[src/rtl/viterbi_decoder_pkg.sv]
// Trellis constants and helpers for the K=3, rate-1/2 (7,5) convolutional code.
package viterbi_pkg;
  localparam int K = 3;
  localparam int NUM_STATES = 1 << (K - 1);
  localparam logic [2:0] G1 = 3'b111;
  localparam logic [2:0] G0 = 3'b101;

  // The encoder shift register holds {u, u1, u2} where state = {u1, u2}.
  function automatic logic [1:0] exp_code(input logic [1:0] state, input logic u);
    logic [2:0] taps;
    taps = {u, state};
    return {^(taps & G1), ^(taps & G0)};
  endfunction

  function automatic logic [1:0] hamming2(input logic [1:0] a, input logic [1:0] b);
    logic [1:0] diff;
    diff = a ^ b;
    return {1'b0, diff[1]} + {1'b0, diff[0]};
  endfunction
endpackage

[src/rtl/viterbi_decoder_if.sv]
// Symbol-in / decoded-bit-out bundle between the channel stage and the decoder.
interface viterbi_decoder_if;
  logic [1:0] code_sig;
  logic       code_valid_sig;
  logic       decode_sig;
  logic       decode_valid_sig;
  logic [1:0] err_inc_sig;

  modport master (
    output code_sig, code_valid_sig,
    input  decode_sig, decode_valid_sig, err_inc_sig
  );

  modport slave (
    input  code_sig, code_valid_sig,
    output decode_sig, decode_valid_sig, err_inc_sig
  );
endinterface

[src/rtl/viterbi_decoder_acs.sv]
// Add-compare-select for one next state; ties resolve to the predecessor with s[0]=0.
module viterbi_acs #(
  parameter int PM_W = 6
) (
  input  logic [PM_W-1:0] pm0,
  input  logic [PM_W-1:0] pm1,
  input  logic [1:0]      bm0,
  input  logic [1:0]      bm1,
  output logic [PM_W-1:0] pm_new,
  output logic            dec
);
  localparam logic [PM_W-1:0] PM_MAX = '1;

  logic [PM_W:0]   sum0;
  logic [PM_W:0]   sum1;
  logic [PM_W-1:0] cand0;
  logic [PM_W-1:0] cand1;

  always_comb begin
    sum0   = {1'b0, pm0} + (PM_W + 1)'(bm0);
    sum1   = {1'b0, pm1} + (PM_W + 1)'(bm1);
    cand0  = sum0[PM_W] ? PM_MAX : sum0[PM_W-1:0];
    cand1  = sum1[PM_W] ? PM_MAX : sum1[PM_W-1:0];
    dec    = (cand1 < cand0);
    pm_new = dec ? cand1 : cand0;
  end
endmodule

[src/rtl/viterbi_decoder.sv]
// Hard-decision Viterbi decoder with register-exchange survivors and fixed decision delay.
module viterbi_decoder
  import viterbi_pkg::*;
#(
  parameter int TB_DEPTH = 16,
  parameter int PM_W     = 6,
  parameter int PM_INIT  = 8
) (
  input logic             clk20M_sig,
  input logic             reset_sig,
  viterbi_decoder_if.slave bus
);
  localparam int FILL_W = $clog2(TB_DEPTH + 1);
  localparam logic [FILL_W-1:0] FILL_FULL = FILL_W'(TB_DEPTH);

  logic [PM_W-1:0]       pm       [NUM_STATES];
  logic [PM_W-1:0]       pm_acs   [NUM_STATES];
  logic [PM_W-1:0]       pm_norm  [NUM_STATES];
  logic [NUM_STATES-1:0] dec;
  logic [TB_DEPTH-2:0]   surv     [NUM_STATES];
  logic [TB_DEPTH-1:0]   surv_new [NUM_STATES];
  logic [PM_W-1:0]       m;
  logic [1:0]            best;
  logic [FILL_W-1:0]     fill;

  // Only the low TB_DEPTH-1 survivor bits are stored; the oldest bit is consumed straight from surv_new.
  for (genvar ns = 0; ns < NUM_STATES; ns++) begin : g_acs
    localparam int   P0 = (ns % 2) * 2;
    localparam int   P1 = P0 + 1;
    localparam logic U  = (ns >= 2);

    logic [1:0] bm0;
    logic [1:0] bm1;

    assign bm0 = hamming2(bus.code_sig, exp_code(2'(P0), U));
    assign bm1 = hamming2(bus.code_sig, exp_code(2'(P1), U));

    viterbi_acs #(.PM_W(PM_W)) u_acs (
      .pm0    (pm[P0]),
      .pm1    (pm[P1]),
      .bm0    (bm0),
      .bm1    (bm1),
      .pm_new (pm_acs[ns]),
      .dec    (dec[ns])
    );

    assign surv_new[ns] = {(dec[ns] ? surv[P1] : surv[P0]), U};
  end

  always_comb begin
    m = pm_acs[0];
    for (int s = 1; s < NUM_STATES; s++) begin
      if (pm_acs[s] < m) m = pm_acs[s];
    end
    best = 2'd0;
    for (int s = NUM_STATES - 1; s >= 0; s--) begin
      if (pm_acs[s] == m) best = 2'(s);
    end
    for (int s = 0; s < NUM_STATES; s++) begin
      pm_norm[s] = pm_acs[s] - m;
    end
  end

  // Normalised metrics keep m within 0..2, so the clamp on err_inc_sig never engages.
  always_ff @(posedge clk20M_sig or negedge reset_sig) begin
    if (!reset_sig) begin
      pm[0] <= '0;
      for (int s = 1; s < NUM_STATES; s++) pm[s] <= PM_W'(PM_INIT);
      for (int s = 0; s < NUM_STATES; s++) surv[s] <= '0;
      fill                 <= '0;
      bus.decode_sig       <= 1'b0;
      bus.decode_valid_sig <= 1'b0;
      bus.err_inc_sig      <= 2'd0;
    end else if (bus.code_valid_sig) begin
      for (int s = 0; s < NUM_STATES; s++) begin
        pm[s]   <= pm_norm[s];
        surv[s] <= surv_new[s][TB_DEPTH-2:0];
      end
      if (fill != FILL_FULL) fill <= fill + 1'b1;
      bus.decode_sig       <= surv_new[best][TB_DEPTH-1];
      bus.err_inc_sig      <= (m > PM_W'(3)) ? 2'd3 : m[1:0];
      bus.decode_valid_sig <= (fill >= FILL_FULL - 1'b1);
    end else begin
      bus.decode_valid_sig <= 1'b0;
    end
  end
endmodule

[src/flat_wrapper.sv]
// flat-port wrapper written by rule: the top's interface ports become plain ports
module viterbi_decoder_flat import viterbi_pkg::*;
#(
  parameter int TB_DEPTH = 16,
  parameter int PM_W     = 6,
  parameter int PM_INIT  = 8
)
  (clk20M_sig, reset_sig, bus_code_sig, bus_code_valid_sig, bus_decode_sig, bus_decode_valid_sig, bus_err_inc_sig);
  viterbi_decoder_if bus_i ();
  input logic clk20M_sig;
  input logic reset_sig;
  input wire logic [$bits(bus_i.code_sig)-1:0] bus_code_sig;
  input wire logic [$bits(bus_i.code_valid_sig)-1:0] bus_code_valid_sig;
  output wire logic [$bits(bus_i.decode_sig)-1:0] bus_decode_sig;
  output wire logic [$bits(bus_i.decode_valid_sig)-1:0] bus_decode_valid_sig;
  output wire logic [$bits(bus_i.err_inc_sig)-1:0] bus_err_inc_sig;
  assign bus_i.code_sig = bus_code_sig;
  assign bus_i.code_valid_sig = bus_code_valid_sig;
  assign bus_decode_sig = bus_i.decode_sig;
  assign bus_decode_valid_sig = bus_i.decode_valid_sig;
  assign bus_err_inc_sig = bus_i.err_inc_sig;
  viterbi_decoder #(.TB_DEPTH(TB_DEPTH), .PM_W(PM_W), .PM_INIT(PM_INIT)) u_core (.clk20M_sig(clk20M_sig), .reset_sig(reset_sig), .bus(bus_i));
endmodule
[config.mk]
export PLATFORM = sky130hd
export DESIGN_NAME = viterbi_decoder_flat
export DESIGN_NICKNAME = d
export VERILOG_FILES = /design/src/rtl/viterbi_decoder_pkg.sv /design/src/rtl/viterbi_decoder_if.sv /design/src/rtl/viterbi_decoder_acs.sv /design/src/rtl/viterbi_decoder.sv /design/src/flat_wrapper.sv
export SDC_FILE = /design/constraint.sdc
export NUM_CORES = 1
export LEC_CHECK = 0
export BUFFER_PORTS_ARGS = -buffer_cell sky130_fd_sc_hd__buf_2
export CORE_ASPECT_RATIO = 0.9
export CORE_UTILIZATION = 63
export CTS_CLUSTER_DIAMETER = 30
export DETAILED_ROUTE_END_ITERATION = 10
export PLACE_DENSITY = 0.8
export SYNTH_ARGS = -nofsm -noshare
export SYNTH_HDL_FRONTEND = slang
export SYNTH_SLANG_ARGS = --single-unit
[constraint.sdc]
create_clock -name clk20M_sig -period 19.8 [get_ports clk20M_sig]
set_input_delay 3.96 -clock clk20M_sig [delete_from_list [all_inputs] [get_ports clk20M_sig]]
set_output_delay 3.96 -clock clk20M_sig [all_outputs]
set_load 0.05 [all_outputs]
==> flow_metrics.tcl, run 1 <==
set metrics [dict create \
    status "completed" \
    yosysMostFrequentCell "nor2_1" \
    yosysSeqAreaShare_pct 27.97 \
    critical-path-max-stage-delay_ps 640 \
    yosys.area.top_type "dfrtp_1" \
    nFillCells 984 \
    syn-cell-area_mm2 0.007888 \
    cp.arrival_ps 15390 \
    critical_path_class "in2reg" \
    synth_cell_types 91 \
    worstSetupEndpointType "register" \
    cts_tree "done" \
    pin_count 9 \
    grt.overflow.total 0 \
    final_util_pct 68.63 \
    fin_crit_ps 15190 \
    grt_max_degree 76 \
    dp_worst_setup_slack_ps 4470 \
    final_cell_area_mm2 0.008320 \
    cap_viol_max_count 0 \
    clock_latency_ps 350 \
    hold_path.startpoint "u_core.surv[0]" \
    first_iter_violations 647 \
    core_area_mm2 0.01212 \
    ys_ff_latch 88 \
    grt_pass1_wl_um 32480 \
    tightest_slew_ps 936.7 \
    diodes 0 \
    detail_route.wl_per_cell_um 18.87 \
    slew_headroom_pct 37.55 \
    synth_area_leaders "dfrtp_1 (27%), ha_1 (10%), mux2i_1 (10%), a21oi_1 (6.2%), nor2_1 (4.9%)" \
    clockBufferDepth 2 \
    vias_per_cell 6.431 \
    fin_ws_ps 4606 \
    drv_slew 0 \
    netlist.area_leader.share_pct 26.97 \
    critPathLaunch "bus_code_sig[0]" \
    finClkSkew_ps 10.33 \
    synthFlopType "dfrtp_1" \
    start_util_pct 65.06 \
    synth_area_per_cell_um2 8.677 \
    synth_edf_count 0 \
    rsz0062_at_grt "no" \
    route.vias.total 6823 \
    drtPass1Iterations 7 \
    grt_pass1_vias 6635 \
    crit_top_cell "ha_1" \
    synth_common_cells "nor2_1 (104), a21oi_1 (98), dfrtp_1 (85)" \
    root_buffer "clkbuf_16" \
    rr_startpoint "u_core.pm[0]" \
    clock_sinks 88 \
    fin_crit_sh_pct 76.74 \
    hold_violations 0 \
    crit_fanout 18 \
    final_nets 970 \
    cts_resized 0 \
    fp.dieH_um 108.2 \
    antenna_found_initial 0 \
    gp_congestion 0.9598 \
    hp-class "reg2reg" \
    htreeDepth 3 \
    portBuffers 8 \
    grt_usage_pct 32.00 \
    slowest_stage "mux2i_1" \
    dp_hpwl_um 15490 \
    clkTransAtPathRegs_ps 70 \
    start_kind "input pin" \
    worstPathRequired_ps 20000 \
    rows 38 \
    ys_async_sr_fraction_pct 100.0 \
    syn_nets 983 \
    cts_setup_buffers 0 \
    drc 0 \
    numCtsBuffers 9 \
    netlist_instances 909 \
    cts_hold_buf 0 \
    synth_warnings 0 \
    syn2layout_area_growth_pct 5.489 \
    fmax_ghz 0.06582 \
    drive_gt1_share_pct 9.656 \
    die_area_mm2 0.01297 \
    ant_nets 0 \
    finalWirelength_um 20020 \
    dieWidth_um 119.9 \
    setup_viol 0 \
    postPlaceCellArea_mm2 0.008019 \
    fin_setup_tns_ps 0 \
]
==> worst paths after layout <==
kind	to	slack [ps]	cells past startpoint
setup / recovery	u_core.pm[11]	4610	50
hold / removal	u_core.surv[0]	470	1
setup reg to reg	u_core.pm[11]	8480	46
hold reg to reg	u_core.surv[0]	470	1
max in group asynchronous	u_core.pm[23]	15170	2
min in group asynchronous	u_core.pm[12]	3450	1
==> critical path: cells and delay by family <==
family | cells | cell delay (ps)
AOI/OAI and AO/OA | 18 | 4190
xor gates and xnor gates | 2 | 320
adders and majority gates | 7 | 2260
buffers and inverters | 7 | 680
muxes | 5 | 1940
and+or+nand+nor | 11 | 2030
==> flip-flops by register name, indices dropped and copies added (netlist names) <==
signal,cells
u_core.surv,55
u_core.pm,24
u_core.fill,5
u_core.bus.err_inc_sig,2
u_core.bus.decode_sig,1
u_core.bus.decode_valid_sig,1
==> kinds of logic after synthesis <==
family / count (synthesis) / share of synthesized area [%]
DFF: 88 / 27.97
adders and majority gates: 73 / 11.85
and+or+nand+nor: 247 / 15.12
xor gates and xnor gates: 42 / 4.759
muxes: 99 / 13.01
AOI/OAI and AO/OA: 263 / 22.27
buffers and inverters: 97 / 5.028
==> through the flow <==
step           cells  hold WS (ps)
4_1_cts         1061         469.7
5_1_grt         1061         498.6
3_5_place_dp    1045         452.7
2_1_floorplan    909         439.4
6_report        1061         468.6
3_3_place_gp    1045         452.6
==> final cells by class <==
class / count / area, µm² / area share [%]
sequential: 88 / 2206 / 26.51
timing repair buffer: 15 / 97.59 / 1.173
tap: 160 / 200.2 / 2.406
clock inverter: 4 / 55.05 / 0.6617
clock buffer: 12 / 246.5 / 2.962
multi-input combinational: 724 / 5298 / 63.67
inverter: 58 / 217.7 / 2.617
==> placed cells by master (no fill, tap or decap), drive strengths merged, types with 8 or more instances in the layout <==
cell type and n:
dfrtp 85, o21ai 41, mux2i 80, nand2 49, inv 59, nor2 105
nand2b 8, ha 65, or2 9, clkbuf 12, a21o 23, o21a 9
a211oi 11, xor2 9, nor2b 10, a21oi 98, xnor2 33, nor3 9
buf 15, mux2 19, nand3 17
==> routing by layer <==
| metal | vias to the layer above | GRT usage [%] | part of all wire, % |
|---|---|---|---|
| met3 | 43 | 4.641 | 5.6 |
| met2 | 190 | 53.98 | 47 |
| met4 | 0 | 12.95 | 2.8 |
| li1 | 3256 | - | - |
| met1 | 3334 | 41.35 | 45 |
| met5 | - | 0 | 0 |
Power of run 1 is not shown: default switching activity piles up to over one toggle a cycle in this logic, so the estimate is an artifact.
==> run 2, diff against run 1 <==
ABC_AREA = 1   (was unset)
CORE_UTILIZATION = 59   (was 63)
PLACE_DENSITY = 0.78   (was 0.8)
clock period = 13.4 ns   (was 19.8 ns; I/O delays follow)
==> run 2 against run 1 <==
Net effect: global-route usage down 2.1 points; first-iteration DRC count up 29%; routed wire length fell by 4.4%; core utilization shrank 5.0 points; synthesized area shrank 2.9%; register-to-register slack worse by 3800 ps; non-clock buffer count is 2 lower; sequential share of layout area up 0.82 points; via count grew 3.8%; highest routed layer unchanged; largest cell class unchanged; critical path depth shrank 1; flip-flop and latch count unchanged; die area increased by 3.6%.
==> flow_metrics.tcl, run 2 <==
set metrics [dict create \
    status "completed" \
    synth_area_leaders "dfrtp_1 (28%), nand2_1 (14%), ha_1 (11%), o21ai_0 (10%), inv_1 (6.3%)" \
    crit_top_cell "nand2_1" \
    cts_hold_buf 0 \
    r2r-end "u_core.pm[11]" \
    fin_crit_ps 11200 \
    core_area_mm2 0.01269 \
    worstHoldEndpoint "u_core.surv[0]" \
    synth_compound_area_share_pct 16.60 \
    clock_sinks 88 \
    vias_per_cell 5.588 \
    fin_setup_tns_ps 0 \
    regArea_mm2 0.002206 \
    cap_viol_max_count 0 \
    synth_area_per_cell_um2 6.916 \
    hp-class "reg2reg" \
    tightest_slew_ps 988.8 \
    worstPathRequired_ps 13600 \
    fmax_ghz 0.08930 \
    grt_max_degree 82 \
    wl_met3_um 1503 \
    synth_edf_count 0 \
    grt.overflow.total 0 \
    yosysMostFrequentCell "nand2_1" \
    synthMuxAreaShare_pct 0 \
    drive_gt1_share_pct 10.24 \
    numCtsBuffers 9 \
    rsz0062_at_grt "no" \
    synth_warnings 0 \
    htreeDepth 3 \
    dp_hpwl_um 14440 \
    drv_slew 0 \
    nFillCells 1173 \
    m1WireLength_um 9417 \
    final_nets 1173 \
    drc 0 \
    rows 39 \
    critical-path-max-stage-delay_ps 470 \
    setup_viol 0 \
    postPlaceCellArea_mm2 0.007789 \
    final_cell_mix "nand2_1 (279), o21ai_0 (158), inv_1 (129)" \
    syn2layout_area_growth_pct 5.426 \
    portBuffers 8 \
    top_layer_used "met4" \
    rr_startpoint "u_core.pm[1]" \
    clock_latency_ps 350 \
    syn_nets 1181 \
    multi_input_area_mm2 0.004783 \
    diodes 0 \
    finClkSkew_ps 6.822 \
    finalWirelength_um 19130 \
    dieWidth_um 122.1 \
    synth-simple-area-share_pct 31.23 \
    wl_met2_um 7845 \
    drtPass1Iterations 5 \
    reg2reg_depth 47 \
    synth_xor_xnor_area_share_pct 2.974 \
    netlist.area_leader.share_pct 27.78 \
    ys_ff_latch 88 \
    largest_reg_flops 55 \
    slew_headroom_pct 33.38 \
    grt_pass1_vias 6230 \
    grt_usage_pct 29.94 \
    layout_commonest_cell "nand2_1" \
    first_iter_violations 835 \
    ant_nets 0 \
    slowest_stage "inv_1" \
    pin_count 9 \
    netlist_instances 1107 \
    route.vias.total 7085 \
    synthFlopType "dfrtp_1" \
    syn-cell-area_mm2 0.007656 \
    critical_path_class "in2reg" \
    detail_route.wl_per_cell_um 15.09 \
    fp.dieH_um 110.1 \
    synth_top_family_by_area "simple AND/OR/NAND/NOR gates" \
    cp.arrival_ps 11400 \
    top_register "u_core.surv" \
    synth_common_cells "nand2_1 (279), o21ai_0 (158), inv_1 (129)" \
    start_kind "input pin" \
    root_buffer "clkbuf_16" \
    gp_congestion 0.9711 \
    start_util_pct 60.35 \
    fin_crit_sh_pct 83.57 \
    final_cell_area_mm2 0.008071 \
    ys_async_sr_fraction_pct 100.0 \
    die_area_mm2 0.01344 \
    yosysSeqAreaShare_pct 28.81 \
    reg2reg_slack_ps 4690 \
    reg.largest.list "u_core.surv x55, u_core.pm x24, u_core.fill x5" \
    cts_setup_buffers 0 \
    cts_resized 0 \
    holdPathStages 1 \
    synth_cell_types 46 \
    clkTransAtPathRegs_ps 70 \
    worstSetupEndpointType "register" \
    cts_tree "done" \
    hold_path.startpoint "u_core.surv[0]" \
    grt_pass1_wl_um 30780 \
    antenna_found_initial 0 \
    crit_fanout 22 \
    yosys.area.top_type "dfrtp_1" \
    synth_adder_area_share_pct 11.67 \
    hold_violations 0 \
    clockBufferDepth 2 \
]
[run 2: cell count changes after synthesis, sizes merged, moves of 8 or more]
cell	change
xor2	+9
a211oi	-9
buf	-11
nor2b	-10
o21ai	+126
xnor2	-25
mux2i	-80
nand2	+263
mux2	-19
nand2b	-8
a21o	-23
inv	+77
nand3	+70
a21oi	-53
[run 2: worst max-delay path by stage]
| stage | from | to | slack [ps] | cells after the start |
|---|---|---|---|---|
| 3_3_place_gp | bus_code_sig[0] | u_core.pm[11] | 2300 | 48 |
| 2_1_floorplan | bus_code_sig[0] | u_core.pm[11] | 3670 | 54 |
| 3_5_place_dp | bus_code_sig[0] | u_core.pm[11] | 2020 | 49 |
| 5_1_grt | bus_code_sig[0] | u_core.pm[11] | 1460 | 51 |
| 4_1_cts | bus_code_sig[0] | u_core.pm[11] | 2370 | 49 |
| 6_report | bus_code_sig[0] | u_core.pm[11] | 2200 | 49 |
[run 2: layout make-up]
type,instances,area share (%)
clock buffers,11,3.007
multi-input cells,850,59.26
inverters,137,6.371
repair buffers,13,0.9921
flip-flops and latches,88,27.33
clock inverters,5,0.4960
well taps,164,2.542
[run 2: per-layer routing]
layer / vias to the layer above / GRT usage (%)
li1: 3579 / -
met1: 3244 / 44.44
met5: - / 0
met4: 0 / 8.537
met2: 235 / 43.50
met3: 27 / 6.481
[run 2: logic make-up (layout without fill, tap and decap cells)]
group,Yosys count,after routing
xor gates and xnor gates,26,26
and+or+nand+nor,520,520
AOI/OAI and AO/OA,235,235
DFF,88,88
adders and majority gates,69,69
buffers and inverters,169,166
[run 2: critical path: cells and delay by family]
kind / cells / cell delay [ps]
AND/OR/NAND/NOR: 24 / 2670
XOR/XNOR: 1 / 130
buffers and inverters: 7 / 1290
AO/OA/AOI/OAI: 10 / 2460
adder cells (fa/ha/maj): 7 / 2130
[run 2: through the flow]
step | hold WS (ps) | std cells | setup slack [ps] | util [%]
2_1_floorplan | 439.4 | 1107 | 3673 | -
3_3_place_gp | 450.5 | 1252 | 2303 | 61.39
3_5_place_dp | 458.0 | 1252 | 2023 | 61.39
4_1_cts | 475.6 | 1268 | 2365 | 63.62
5_1_grt | 486.9 | 1268 | 1463 | 63.62
6_report | 473.9 | 1268 | 2202 | 63.62
Power of run 2 is left out for the same reason.
==> run 3, diff against run 2 <==
CORE_UTILIZATION = 63   (was 59)
PLACE_DENSITY = 0.8   (was 0.78)
clock period = 11.7 ns   (was 13.4 ns; I/O delays follow)
==> run 3 against run 2 <==
Net effect: die area fell by 6.2%; sequential share of layout area fell by 0.068 points; global-route usage rose by 2.5 points; register-to-register slack got worse by 1600 ps; critical path type unchanged; design area rose by 0.25%.
==> flow_metrics.tcl, run 3 (synthesis gave the netlist of run 2 again) <==
set metrics [dict create \
    status "completed" \
    clock_sinks 88 \
    grt_pass1_wl_um 32240 \
    hold_violations 0 \
    drv_slew 0 \
    start_util_pct 65.89 \
    grt_usage_pct 32.44 \
    fmax_ghz 0.09189 \
    detail_route.wl_per_cell_um 15.29 \
    die_area_mm2 0.01260 \
    crit_fanout 22 \
    critical-path-max-stage-delay_ps 490 \
    cts_resized 0 \
    final_nets 1175 \
    pin_count 9 \
    fin_crit_ps 10880 \
    first_iter_violations 711 \
    cts_tree "done" \
    layout_commonest_cell "nand2_1" \
    cts_setup_buffers 0 \
    setup_viol 0 \
    critical-path-top-delay-family "simple AND/OR/NAND/NOR gates" \
    slowest_stage "inv_1" \
    final_cell_mix "nand2_1 (279), o21ai_0 (158), inv_1 (129)" \
    finalWirelength_um 19300 \
    postPlaceCellArea_mm2 0.007794 \
    finClkSkew_ps 10.22 \
    drc 0 \
    largest_reg_flops 55 \
    r2r-end "u_core.pm[11]" \
    portBuffers 8 \
    diodes 0 \
    htreeDepth 3 \
    rsz0062_at_grt "no" \
    start_kind "input pin" \
    clockBufferDepth 2 \
    route.vias.total 7149 \
    worstSetupEndpointType "register" \
    clkTransAtPathRegs_ps 70 \
    tightest_slew_ps 836.4 \
    vias_per_cell 5.665 \
    reg2reg_depth 45 \
    cap_viol_max_count 0 \
    dieWidth_um 118.2 \
    antenna_found_initial 0 \
    slew_headroom_pct 44.24 \
    hold_path.startpoint "u_core.surv[0]" \
    worstHoldEndpoint "u_core.surv[0]" \
    root_buffer "clkbuf_16" \
    gp_congestion 0.9869 \
    ant_nets 0 \
    fin_setup_tns_ps 0 \
    numCtsBuffers 9 \
    critical_path_class "in2reg" \
    cp.buffers_inverters 7 \
    syn2layout_area_growth_pct 5.687 \
    drtPass1Iterations 5 \
    reg.largest.list "u_core.surv x55, u_core.pm x24, u_core.fill x5" \
    hp-class "reg2reg" \
    crit_top_cell "nand2_1" \
    cts_hold_buf 0 \
    rr_startpoint "u_core.pm[1]" \
    grt.overflow.total 0 \
    drive_gt1_share_pct 10.49 \
    clock_latency_ps 370 \
    final_cell_area_mm2 0.008092 \
    rows 37 \
    top_register "u_core.surv" \
    cp.arrival_ps 11100 \
    core_area_mm2 0.01162 \
    dp_hpwl_um 14510 \
    worstPathRequired_ps 11920 \
    holdPathStages 1 \
    grt_pass1_vias 6359 \
    grt_max_degree 76 \
    fp.dieH_um 106.6 \
    fin_crit_sh_pct 93.01 \
    reg2reg_slack_ps 3100 \
]
## run 3: cell count changes in the layout (fill, tap and decap cells not counted), sizes merged
cell and change:
clkbuf -2, clkinvlp -2, buf +2, clkinv +2, inv +2
## run 3: layout make-up
cell class	instances	area, µm²
Multi-Input combinational cell	850	4783
Fill cell	1030	3528
Sequential cell	88	2206
Inverter	137	514.2
Clock buffer	9	225.2
Tap cell	156	195.2
Timing Repair Buffer	15	95.09
Clock inverter	7	72.57
## run 3: per-layer routing
| layer | global-route usage [%] | share of wire [%] | up-vias |
|---|---|---|---|
| met1 | 46.91 | 48 | 3311 |
| met2 | 50.17 | 44 | 234 |
| met4 | 7.875 | 1.3 | 0 |
| met5 | 0 | 0 | - |
| li1 | - | - | 3587 |
| met3 | 6.011 | 7.3 | 17 |
## run 3: how the worst max path moves through the flow
stage	cells after the start	slack (ps)	endpoint	start
final	47	820	u_core.pm[11]	bus_code_sig[0]
after global routing	47	60	u_core.pm[11]	bus_code_sig[0]
after CTS	47	880	u_core.pm[11]	bus_code_sig[0]
after detailed placement	47	570	u_core.pm[11]	bus_code_sig[0]
after global placement	47	740	u_core.pm[11]	bus_code_sig[0]
after floorplan	54	2310	u_core.pm[11]	bus_code_sig[0]
## run 3: per-stage QoR
stage	hold WS [ps]	utilization, %	instances	worst slack [ps]
final	466.6	69.64	1262	817.7
after global routing	477.9	69.64	1262	56.67
after CTS	470.7	69.64	1262	878.3
after detailed placement	454.5	67.07	1246	566.9
after global placement	452.8	67.07	1246	743.7
after floorplan	439.4	-	1107	2313
Power of run 3 is left out for the same reason.
